`config.mk`:
```
export PLATFORM = sky130hd
export DESIGN_NAME = risc32_mem_access
export DESIGN_NICKNAME = d
export VERILOG_FILES = /design/src/rtl/risc32_mem_access_pkg.sv /design/src/rtl/risc32_load_align.sv /design/src/rtl/risc32_mem_access.sv
export SDC_FILE = /design/constraint.sdc
export NUM_CORES = 1
export LEC_CHECK = 0
export CORE_AREA = 3 3 180 182
export DETAILED_ROUTE_END_ITERATION = 10
export DIE_AREA = 0 0 183 185
export DONT_BUFFER_PORTS = 1
export PLACE_DENSITY = 0.6
export SYNTH_ARGS = -nofsm -noshare
export SYNTH_HDL_FRONTEND = slang
export SYNTH_SLANG_ARGS = --single-unit
```
`constraint.sdc`:
```
create_clock -name clk -period 2.4 [get_ports clk]
set_clock_uncertainty 0.15 [all_clocks]
set_input_delay 0.6 -clock clk [delete_from_list [all_inputs] [get_ports clk]]
set_output_delay 0.6 -clock clk [all_outputs]
set_load 0.01 [all_outputs]
```
`src/rtl/risc32_mem_access_pkg.sv`:
```
// Shared RISC32 constants: bus widths, execute-stage opcodes and
// small helpers for classifying and decoding memory operations.
package risc32_mem_access_pkg;

    localparam int Reg_Bus      = 32;
    localparam int Reg_Addr_Bus = 5;
    localparam int Alu_Op_Bus   = 8;

    typedef logic [Alu_Op_Bus-1:0] alu_op_t;

    localparam alu_op_t EXE_NOP_OP  = 8'b0000_0000;
    localparam alu_op_t EXE_ADDU_OP = 8'b0010_0001;
    localparam alu_op_t EXE_LB_OP   = 8'b1110_0000;
    localparam alu_op_t EXE_LH_OP   = 8'b1110_0001;
    localparam alu_op_t EXE_LW_OP   = 8'b1110_0011;
    localparam alu_op_t EXE_LBU_OP  = 8'b1110_0100;
    localparam alu_op_t EXE_LHU_OP  = 8'b1110_0101;
    localparam alu_op_t EXE_SB_OP   = 8'b1110_1000;
    localparam alu_op_t EXE_SH_OP   = 8'b1110_1001;
    localparam alu_op_t EXE_SW_OP   = 8'b1110_1011;
    localparam alu_op_t EXE_LL_OP   = 8'b1111_0000;
    localparam alu_op_t EXE_SC_OP   = 8'b1111_1000;

    typedef enum logic [1:0] {
        SIZE_BYTE,
        SIZE_HALF,
        SIZE_WORD
    } mem_size_t;

    function automatic logic is_load(input alu_op_t op);
        return (op == EXE_LB_OP) || (op == EXE_LBU_OP) || (op == EXE_LH_OP) ||
               (op == EXE_LHU_OP) || (op == EXE_LW_OP);
    endfunction

    function automatic logic is_store(input alu_op_t op);
        return (op == EXE_SB_OP) || (op == EXE_SH_OP) || (op == EXE_SW_OP);
    endfunction

    function automatic mem_size_t mem_size(input alu_op_t op);
        mem_size_t sz;
        sz = SIZE_WORD;
        if ((op == EXE_LB_OP) || (op == EXE_LBU_OP) || (op == EXE_SB_OP))
            sz = SIZE_BYTE;
        else if ((op == EXE_LH_OP) || (op == EXE_LHU_OP) || (op == EXE_SH_OP))
            sz = SIZE_HALF;
        return sz;
    endfunction

    function automatic logic misaligned(input mem_size_t sz, input logic [1:0] off);
        logic bad;
        bad = 1'b0;
        case (sz)
            SIZE_HALF: bad = off[0];
            SIZE_WORD: bad = (off != 2'b00);
            default:   bad = 1'b0;
        endcase
        return bad;
    endfunction

    // Big-endian lanes: byte address 0 lives in bits [31:24], i.e. sel[3].
    function automatic logic [3:0] byte_sel(input mem_size_t sz, input logic [1:0] off);
        logic [3:0] sel;
        sel = 4'b1111;
        case (sz)
            SIZE_BYTE: sel = 4'b1000 >> off;
            SIZE_HALF: sel = off[1] ? 4'b0011 : 4'b1100;
            default:   sel = 4'b1111;
        endcase
        return sel;
    endfunction

endpackage

```
`src/rtl/risc32_load_align.sv`:
```
// Load-data aligner: picks the addressed byte/half from a big-endian bus
// word and sign- or zero-extends it according to the load opcode.
module risc32_load_align
    import risc32_mem_access_pkg::*;
(
    input  logic [Reg_Bus-1:0] i_rdata,
    input  logic [1:0]         i_off,
    input  alu_op_t            i_op,
    output logic [Reg_Bus-1:0] o_data
);

    logic [7:0]  w_byte;
    logic [15:0] w_half;

    always_comb begin
        w_byte = 8'h00;
        case (i_off)
            2'd0:    w_byte = i_rdata[31:24];
            2'd1:    w_byte = i_rdata[23:16];
            2'd2:    w_byte = i_rdata[15:8];
            default: w_byte = i_rdata[7:0];
        endcase
        w_half = i_off[1] ? i_rdata[15:0] : i_rdata[31:16];

        o_data = i_rdata;
        case (i_op)
            EXE_LB_OP:  o_data = {{24{w_byte[7]}}, w_byte};
            EXE_LBU_OP: o_data = {24'h0, w_byte};
            EXE_LH_OP:  o_data = {{16{w_half[15]}}, w_half};
            EXE_LHU_OP: o_data = {16'h0, w_half};
            default:    o_data = i_rdata;
        endcase
    end

endmodule

```
`src/rtl/risc32_mem_access.sv`:
```
// RISC32 memory-access stage: req/ack data-bus loads and stores, address
// error detection, registered write-back. Define RISC32_LLSC_EN for LL/SC.
module risc32_mem_access
    import risc32_mem_access_pkg::*;
(
    input  logic                    clk,
    input  logic                    rst_n,
    input  logic                    flush_i,
    input  alu_op_t                 alu_op_i,
    input  logic [Reg_Bus-1:0]      mem_addr_i,
    input  logic [Reg_Bus-1:0]      reg2_i,
    input  logic [Reg_Addr_Bus-1:0] wd_i,
    input  logic                    wreg_i,
    input  logic [Reg_Bus-1:0]      wdata_i,
    input  logic                    whilo_i,
    input  logic [Reg_Bus-1:0]      hi_i,
    input  logic [Reg_Bus-1:0]      lo_i,
    input  logic                    cp0_reg_we_i,
    input  logic [4:0]              cp0_reg_write_addr_i,
    input  logic [Reg_Bus-1:0]      cp0_reg_data_i,
    output logic [Reg_Addr_Bus-1:0] wd_o,
    output logic                    wreg_o,
    output logic [Reg_Bus-1:0]      wdata_o,
    output logic                    whilo_o,
    output logic [Reg_Bus-1:0]      hi_o,
    output logic [Reg_Bus-1:0]      lo_o,
    output logic                    cp0_reg_we_o,
    output logic [4:0]              cp0_reg_write_addr_o,
    output logic [Reg_Bus-1:0]      cp0_reg_data_o,
    output logic                    exc_adel_o,
    output logic                    exc_ades_o,
    output logic                    stallreq_o,
    output logic                    bus_req_o,
    output logic                    bus_we_o,
    output logic [Reg_Bus-1:0]      bus_addr_o,
    output logic [3:0]              bus_sel_o,
    output logic [Reg_Bus-1:0]      bus_wdata_o,
    input  logic [Reg_Bus-1:0]      bus_rdata_i,
    input  logic                    bus_ack_i
);

    typedef enum logic {
        IDLE,
        BUS
    } state_t;

    state_t                  r_state;
    alu_op_t                 r_op;
    logic [1:0]              r_off;
    logic [Reg_Addr_Bus-1:0] r_wd;
    logic                    r_wreg;
    logic                    r_load;
    logic                    r_discard;

    logic         w_ll, w_sc_go, w_sc_fail, w_llsc_off;
    logic         w_load, w_store, w_misal, w_go, w_ack;
    mem_size_t    w_size;
    logic [3:0]   w_sel;
    logic [31:0]  w_store_data;
    logic [31:0]  w_load_data;

    assign w_ack = (r_state == BUS) && bus_ack_i;

`ifdef RISC32_LLSC_EN
    logic r_llbit;

    assign w_ll       = (alu_op_i == EXE_LL_OP);
    assign w_sc_go    = (alu_op_i == EXE_SC_OP) && r_llbit;
    assign w_sc_fail  = (alu_op_i == EXE_SC_OP) && !r_llbit;
    assign w_llsc_off = 1'b0;

    // A discarded LL must not arm the link; a completed SC always consumes it.
    always_ff @(posedge clk or negedge rst_n) begin
        if (!rst_n) begin
            r_llbit <= 1'b0;
        end else if (flush_i) begin
            r_llbit <= 1'b0;
        end else if (w_ack) begin
            if (r_op == EXE_LL_OP && !r_discard)
                r_llbit <= 1'b1;
            else if (r_op == EXE_SC_OP)
                r_llbit <= 1'b0;
        end
    end
`else
    assign w_ll       = 1'b0;
    assign w_sc_go    = 1'b0;
    assign w_sc_fail  = 1'b0;
    assign w_llsc_off = (alu_op_i == EXE_LL_OP) || (alu_op_i == EXE_SC_OP);
`endif

    always_comb begin
        w_load  = is_load(alu_op_i) || w_ll;
        w_store = is_store(alu_op_i) || w_sc_go;
        w_size  = mem_size(alu_op_i);
        w_misal = (w_load || w_store) && misaligned(w_size, mem_addr_i[1:0]);
        w_go    = (w_load || w_store) && !w_misal;
        w_sel   = byte_sel(w_size, mem_addr_i[1:0]);
        case (w_size)
            SIZE_BYTE: w_store_data = {4{reg2_i[7:0]}};
            SIZE_HALF: w_store_data = {2{reg2_i[15:0]}};
            default:   w_store_data = reg2_i;
        endcase
    end

    assign stallreq_o = (r_state == IDLE) ? (w_go && !flush_i) : !bus_ack_i;

    risc32_load_align u_load_align (
        .i_rdata (bus_rdata_i),
        .i_off   (r_off),
        .i_op    (r_op),
        .o_data  (w_load_data)
    );

    always_ff @(posedge clk or negedge rst_n) begin
        if (!rst_n) begin
            r_state              <= IDLE;
            r_op                 <= EXE_NOP_OP;
            r_off                <= 2'b00;
            r_wd                 <= '0;
            r_wreg               <= 1'b0;
            r_load               <= 1'b0;
            r_discard            <= 1'b0;
            wd_o                 <= '0;
            wreg_o               <= 1'b0;
            wdata_o              <= '0;
            whilo_o              <= 1'b0;
            hi_o                 <= '0;
            lo_o                 <= '0;
            cp0_reg_we_o         <= 1'b0;
            cp0_reg_write_addr_o <= '0;
            cp0_reg_data_o       <= '0;
            exc_adel_o           <= 1'b0;
            exc_ades_o           <= 1'b0;
            bus_req_o            <= 1'b0;
            bus_we_o             <= 1'b0;
            bus_addr_o           <= '0;
            bus_sel_o            <= 4'b0000;
            bus_wdata_o          <= '0;
        end else begin
            case (r_state)
                IDLE: begin
                    exc_adel_o <= 1'b0;
                    exc_ades_o <= 1'b0;
                    if (flush_i) begin
                        wd_o                 <= '0;
                        wreg_o               <= 1'b0;
                        wdata_o              <= '0;
                        whilo_o              <= 1'b0;
                        hi_o                 <= '0;
                        lo_o                 <= '0;
                        cp0_reg_we_o         <= 1'b0;
                        cp0_reg_write_addr_o <= '0;
                        cp0_reg_data_o       <= '0;
                    end else if (w_go) begin
                        // Emit a bubble downstream while the transfer is outstanding.
                        wd_o         <= '0;
                        wreg_o       <= 1'b0;
                        wdata_o      <= '0;
                        whilo_o      <= 1'b0;
                        cp0_reg_we_o <= 1'b0;
                        bus_req_o    <= 1'b1;
                        bus_we_o     <= w_store;
                        bus_addr_o   <= {mem_addr_i[31:2], 2'b00};
                        bus_sel_o    <= w_sel;
                        bus_wdata_o  <= w_store_data;
                        r_op         <= alu_op_i;
                        r_off        <= mem_addr_i[1:0];
                        r_wd         <= wd_i;
                        r_wreg       <= wreg_i;
                        r_load       <= w_load;
                        r_discard    <= 1'b0;
                        r_state      <= BUS;
                    end else begin
                        wd_o                 <= wd_i;
                        wreg_o               <= wreg_i && !w_misal && !w_llsc_off;
                        wdata_o              <= w_sc_fail ? '0 : wdata_i;
                        whilo_o              <= whilo_i;
                        hi_o                 <= hi_i;
                        lo_o                 <= lo_i;
                        cp0_reg_we_o         <= cp0_reg_we_i;
                        cp0_reg_write_addr_o <= cp0_reg_write_addr_i;
                        cp0_reg_data_o       <= cp0_reg_data_i;
                        exc_adel_o           <= w_misal && w_load;
                        exc_ades_o           <= w_misal && w_store;
                    end
                end
                BUS: begin
                    if (flush_i)
                        r_discard <= 1'b1;
                    if (bus_ack_i) begin
                        bus_req_o <= 1'b0;
                        wd_o      <= r_wd;
                        wreg_o    <= r_wreg && !r_discard && !flush_i;
                        wdata_o   <= r_load ? w_load_data : {31'h0, (r_op == EXE_SC_OP)};
                        r_state   <= IDLE;
                    end
                end
                default: r_state <= IDLE;
            endcase
        end
    end

endmodule

```
==> impl_summary.md <==
Run status
The run finished, with violations left. The checks that failed: hold timing.

Layout
The multi-input combinational cells in the finished layout cover a total of 5270 um^2. The number of nets in the final layout is 1,369. The library cells used most frequently in the layout, excluding fill and tap cells, are 229 x sky130_fd_sc_hd__dfrtp_1, 227 x sky130_fd_sc_hd__nand2_1, 194 x sky130_fd_sc_hd__nor3b_1, 106 x sky130_fd_sc_hd__a221o_1, 47 x sky130_fd_sc_hd__nor2_1. The leading cell type in the layout, fill and taps excluded is sky130_fd_sc_hd__dfrtp_1. The share of the core filled with cells in the final layout is 42.1%.

The post-synthesis to final-layout area growth is 11.9%. Counting the fill cells in the layout gives 2,941. Registers take 5760 um^2. The fraction of layout cells with a size suffix above 1 is 10.3%.

Worst setup path
In this run the critical register-to-register path is launched from r_op[0]. Data on the critical path arrives at its endpoint at 1.61 ns. The signal on the critical path passes through nor2_4, a21boi_4, nand4_1, nand2_2.

The data required time of the worst path is approximately 1.7 ns. The element type at the critical path start is a flip-flop. In this run the worst setup path begins at r_state.

The largest fanout of any net on the critical path is 3. The slowest stage of the critical path belongs to the cell sky130_fd_sc_hd__dfrtp_4. The setup path with the least slack is of type reg -> out. STA classifies the critical path endpoint as a primary output. The delay of the slowest cell on the worst path is around 0.49 ns.

Synthesis
In the post-synthesis netlist, the biggest area contributors are sky130_fd_sc_hd__dfrtp_1 50%, sky130_fd_sc_hd__nor3b_1 13%, sky130_fd_sc_hd__a221o_1 9.2%. The simple-gate portion of the synthesized area is 23.9%. Summed over all instances, the cell type with the most area after synthesis is sky130_fd_sc_hd__dfrtp_1. After Yosys synthesis, XOR and XNOR cells account for 0% of the synthesized area.

For this run, the leading register cell type out of synthesis is sky130_fd_sc_hd__dfrtp_1. The share of the synthesized area in compound gates (AO/OA/AOI/OAI) is 16.4%. The average cell area after synthesis is 9.95 um^2. The instance count of the mapped netlist is approximately 1.2k. After synthesis, the share of cell area in mux cells is approximately 4.8%. Of the synthesized area, sequential elements account for between 40 and 50%. The count of flip-flops with a built-in enable after synthesis is 0. In the synthesized netlist the async set-or-reset flop fraction comes to 100%. The synthesized flop and latch total is 230.

The adder-cell share of the synthesized area is 0%. The distinct cell type count after synthesis is 47. The main combinational cell family by area after synthesis is simple AND/OR/NAND/NOR gates. The total of warnings raised by yosys is 0. The netlist area before placement is 11,600 um^2. The top cell type by area accounts for 49.7% of the synthesized area.

Pwr
The power density relative to cell area is 744 nW/um^2. The total power after layout is between 9000 and 10,000 uW. IR analysis of the VDD net gives a maximum drop of 0.000452 V.

The static leakage is 0.00565 uW.

Timing
Setup total negative slack on the finished layout was measured at 0 ns. The measured slew at the worst slew-check pin is ~0.98 ns. The upper clock frequency limit is 425 MHz.

Setup repair after global routing could not meet its margin everywhere. Across all hold checks on the routed design, the worst slack comes to -0.378 ns. The count of final hold-check violations is 230.

Setup violations remaining at the end of the flow were counted as 0. The final critical path time including I/O delays and setup is 2.36 ns. Measured against its own limit, the worst slew margin works out to 34.4%. The max-slew violation count is 0.

The share of the clock period used by the worst path is 98.1%.

GRT
The total congestion overflow after global routing is 0. The largest net degree at the start of global routing is between 200 and 250. The wire length of the first global-routing pass is 51.2 mm. Global routing consumed, over all layers together, 18.6% of the routing resources. The number of antenna violations at the first check in global routing is 1. The via count of the first global-routing pass is 8,665.

Clock tree
The tree built by TritonCTS fans out to 230 sinks. Clock-pin slew was measured on the worst setup and hold paths at 0.06 ns. The number of buffers added by the clock tree synthesis step is 26. The number of H-tree levels is 1. Clock latency on the worst-skew pair, taken at its later pin, is 0.52 ns.

The TritonCTS clock tree is done. The clock passes through at most 3 buffers. The clock root buffer master is sky130_fd_sc_hd__clkbuf_16.

Floorplanning
The width of the chip is 183 um. The area inside the core boundary is 30,700 um^2. The floorplan has 64 rows. The effective utilization at floorplan is between 30% and 40%. The count of pins on the block boundary is 463. The area of the die is 33,900 um^2.

The die is between 150 and 200 um tall.

Min path
The min-delay analysis places its worst path in the category in -> async.

Placement
The wire-length estimate of the detail-placed layout is between 20 and 25 mm. The number of I/O port buffers is 0. At the end of routability-driven placement, the weighted congestion stood at roughly 0.84.

Route
The pre-antenna-repair detailed-routing pass consisted of 5 iterations. In the final routed layout, each cell accounts on average for 22.0 um. The violation count after the first detailed-routing iteration is 527. In the routed layout, each cell is associated on average with a via count of 5.82. The final wirelength is 33.8 mm. In the routed design, unresolved DRC markers number 0. The number of nets still failing antenna checks after routing is 0. The final route contains around 8.9k vias.

Run
The number of max-capacitance violations reported is 0.
==> cell usage after synthesis (3+ instances only) <==
| cell type | n |
|---|---|
| sky130_fd_sc_hd__dfrtp_1 | 230 |
| sky130_fd_sc_hd__nand2_1 | 228 |
| sky130_fd_sc_hd__nor3b_1 | 194 |
| sky130_fd_sc_hd__a221o_1 | 106 |
| sky130_fd_sc_hd__clkbuf_1 | 61 |
| sky130_fd_sc_hd__nor2_1 | 48 |
| sky130_fd_sc_hd__buf_2 | 42 |
| sky130_fd_sc_hd__mux2i_1 | 27 |
| sky130_fd_sc_hd__o21ai_1 | 27 |
| sky130_fd_sc_hd__mux2_2 | 25 |
| sky130_fd_sc_hd__inv_1 | 21 |
| sky130_fd_sc_hd__o21ai_0 | 20 |
| sky130_fd_sc_hd__o221ai_1 | 16 |
| sky130_fd_sc_hd__a21oi_1 | 13 |
| sky130_fd_sc_hd__nand2b_1 | 13 |
| sky130_fd_sc_hd__nand3_1 | 10 |
| sky130_fd_sc_hd__a22o_1 | 8 |
| sky130_fd_sc_hd__a31oi_1 | 8 |
| sky130_fd_sc_hd__o22ai_1 | 8 |
| sky130_fd_sc_hd__a32oi_1 | 6 |
| sky130_fd_sc_hd__buf_1 | 4 |
| sky130_fd_sc_hd__buf_4 | 4 |
| sky130_fd_sc_hd__o311ai_1 | 4 |
| sky130_fd_sc_hd__and2_1 | 3 |
| sky130_fd_sc_hd__buf_6 | 3 |
| sky130_fd_sc_hd__nand4_1 | 3 |
| sky130_fd_sc_hd__nor2b_1 | 3 |
| sky130_fd_sc_hd__o211ai_1 | 3 |
==> sequential cells by signal (all words and copies together), names as in the netlist <==
| signal | cells |
|---|---|
| lo_o | 32 |
| r_discard | 1 |
| r_wd | 5 |
| r_off | 2 |
| cp0_reg_data_o | 32 |
| cp0_reg_write_addr_o | 5 |
| bus_wdata_o | 32 |
| bus_sel_o | 4 |
| bus_req_o | 1 |
| bus_addr_o | 30 |
| r_wreg | 1 |
| bus_we_o | 1 |
| hi_o | 32 |
| wreg_o | 1 |
| wd_o | 5 |
| wdata_o | 32 |
| exc_adel_o | 1 |
| cp0_reg_we_o | 1 |
| whilo_o | 1 |
| exc_ades_o | 1 |
| r_op | 8 |
| r_load | 1 |
| r_state | 1 |
==> layer usage <==
metal / GRT usage (%) / wire length, um / vias up / part of all wire, %
met3: 6.68 / 3240 / 59 / 9.6
li1: - / - / 4120 / -
met5: 0 / 0 / - / 0
met2: 30.4 / 16300 / 351 / 48
met4: 6.00 / 955 / 0 / 2.8
met1: 23.1 / 13300 / 4415 / 39
==> logic make-up after synthesis <==
logic type | after synthesis
and+or+nand+nor | 513
AOI/OAI and AO/OA | 232
DFF | 230
muxes | 52
buffers and inverters | 135
other | 1
==> power breakdown <==
| part | switching [uW] | total, uW | internal, uW |
|---|---|---|---|
| logic | 365 | 812 | 446 |
| clock network | 1590 | 4150 | 2560 |
| registers | 459 | 4680 | 4220 |
| total | 2410 | 9640 | 7230 |
==> timing repair <==
| item | in CTS | in global routing |
|---|---|---|
| endpoints found under the hold margin | 231 | 232 |
| hold buffers | 1 | 2 |
| gates resized for setup | 4 | 1 |
| pin swaps | 1 | 0 |
| buffers inserted | 3 | 1 |
| endpoints found under the setup margin | 1 | 64 |
==> final timing paths <==
kind	to	slack, ns	cells past startpoint
setup / recovery	stallreq_o	0.04	4
hold / removal	bus_addr_o[20]	-0.38	0
setup reg to reg	wdata_o[23]	0.22	6
hold reg to reg	r_wd[3]	0.32	2
max in group asynchronous	hi_o[27]	2.13	0
min in group clk	bus_addr_o[18]	0.03	2
==> metrics by stage <==
stage,hold slack (ns),setup WS (ns),std cells,instance area [um^2]
2_1_floorplan,0.154,0.00609,1164,11600
3_3_place_gp,0.160,0.0710,1481,12000
3_5_place_dp,0.159,0.00256,1481,12000
4_1_cts,-0.412,-0.0245,1530,12900
5_1_grt,-0.408,-0.107,1534,12900
6_report,-0.378,0.0446,1537,13000
==> layout make-up <==
class,instances,area share (%)
flip-flops and latches,230,44.5
multi-input cells,799,40.7
clock buffers,36,5.71
well taps,396,3.82
repair buffers,42,3.49
clock inverters,9,1.14
inverters,21,0.609
diodes,4,0.0773
==> critical path: cells and delay by family (launching register included) <==
family / cells / cell delay, ns
flip-flops: 1 / 0.49
AO/OA/AOI/OAI: 1 / 0.18
AND/OR/NAND/NOR: 3 / 0.41
Note: power is estimated with default switching activity, not from simulation.
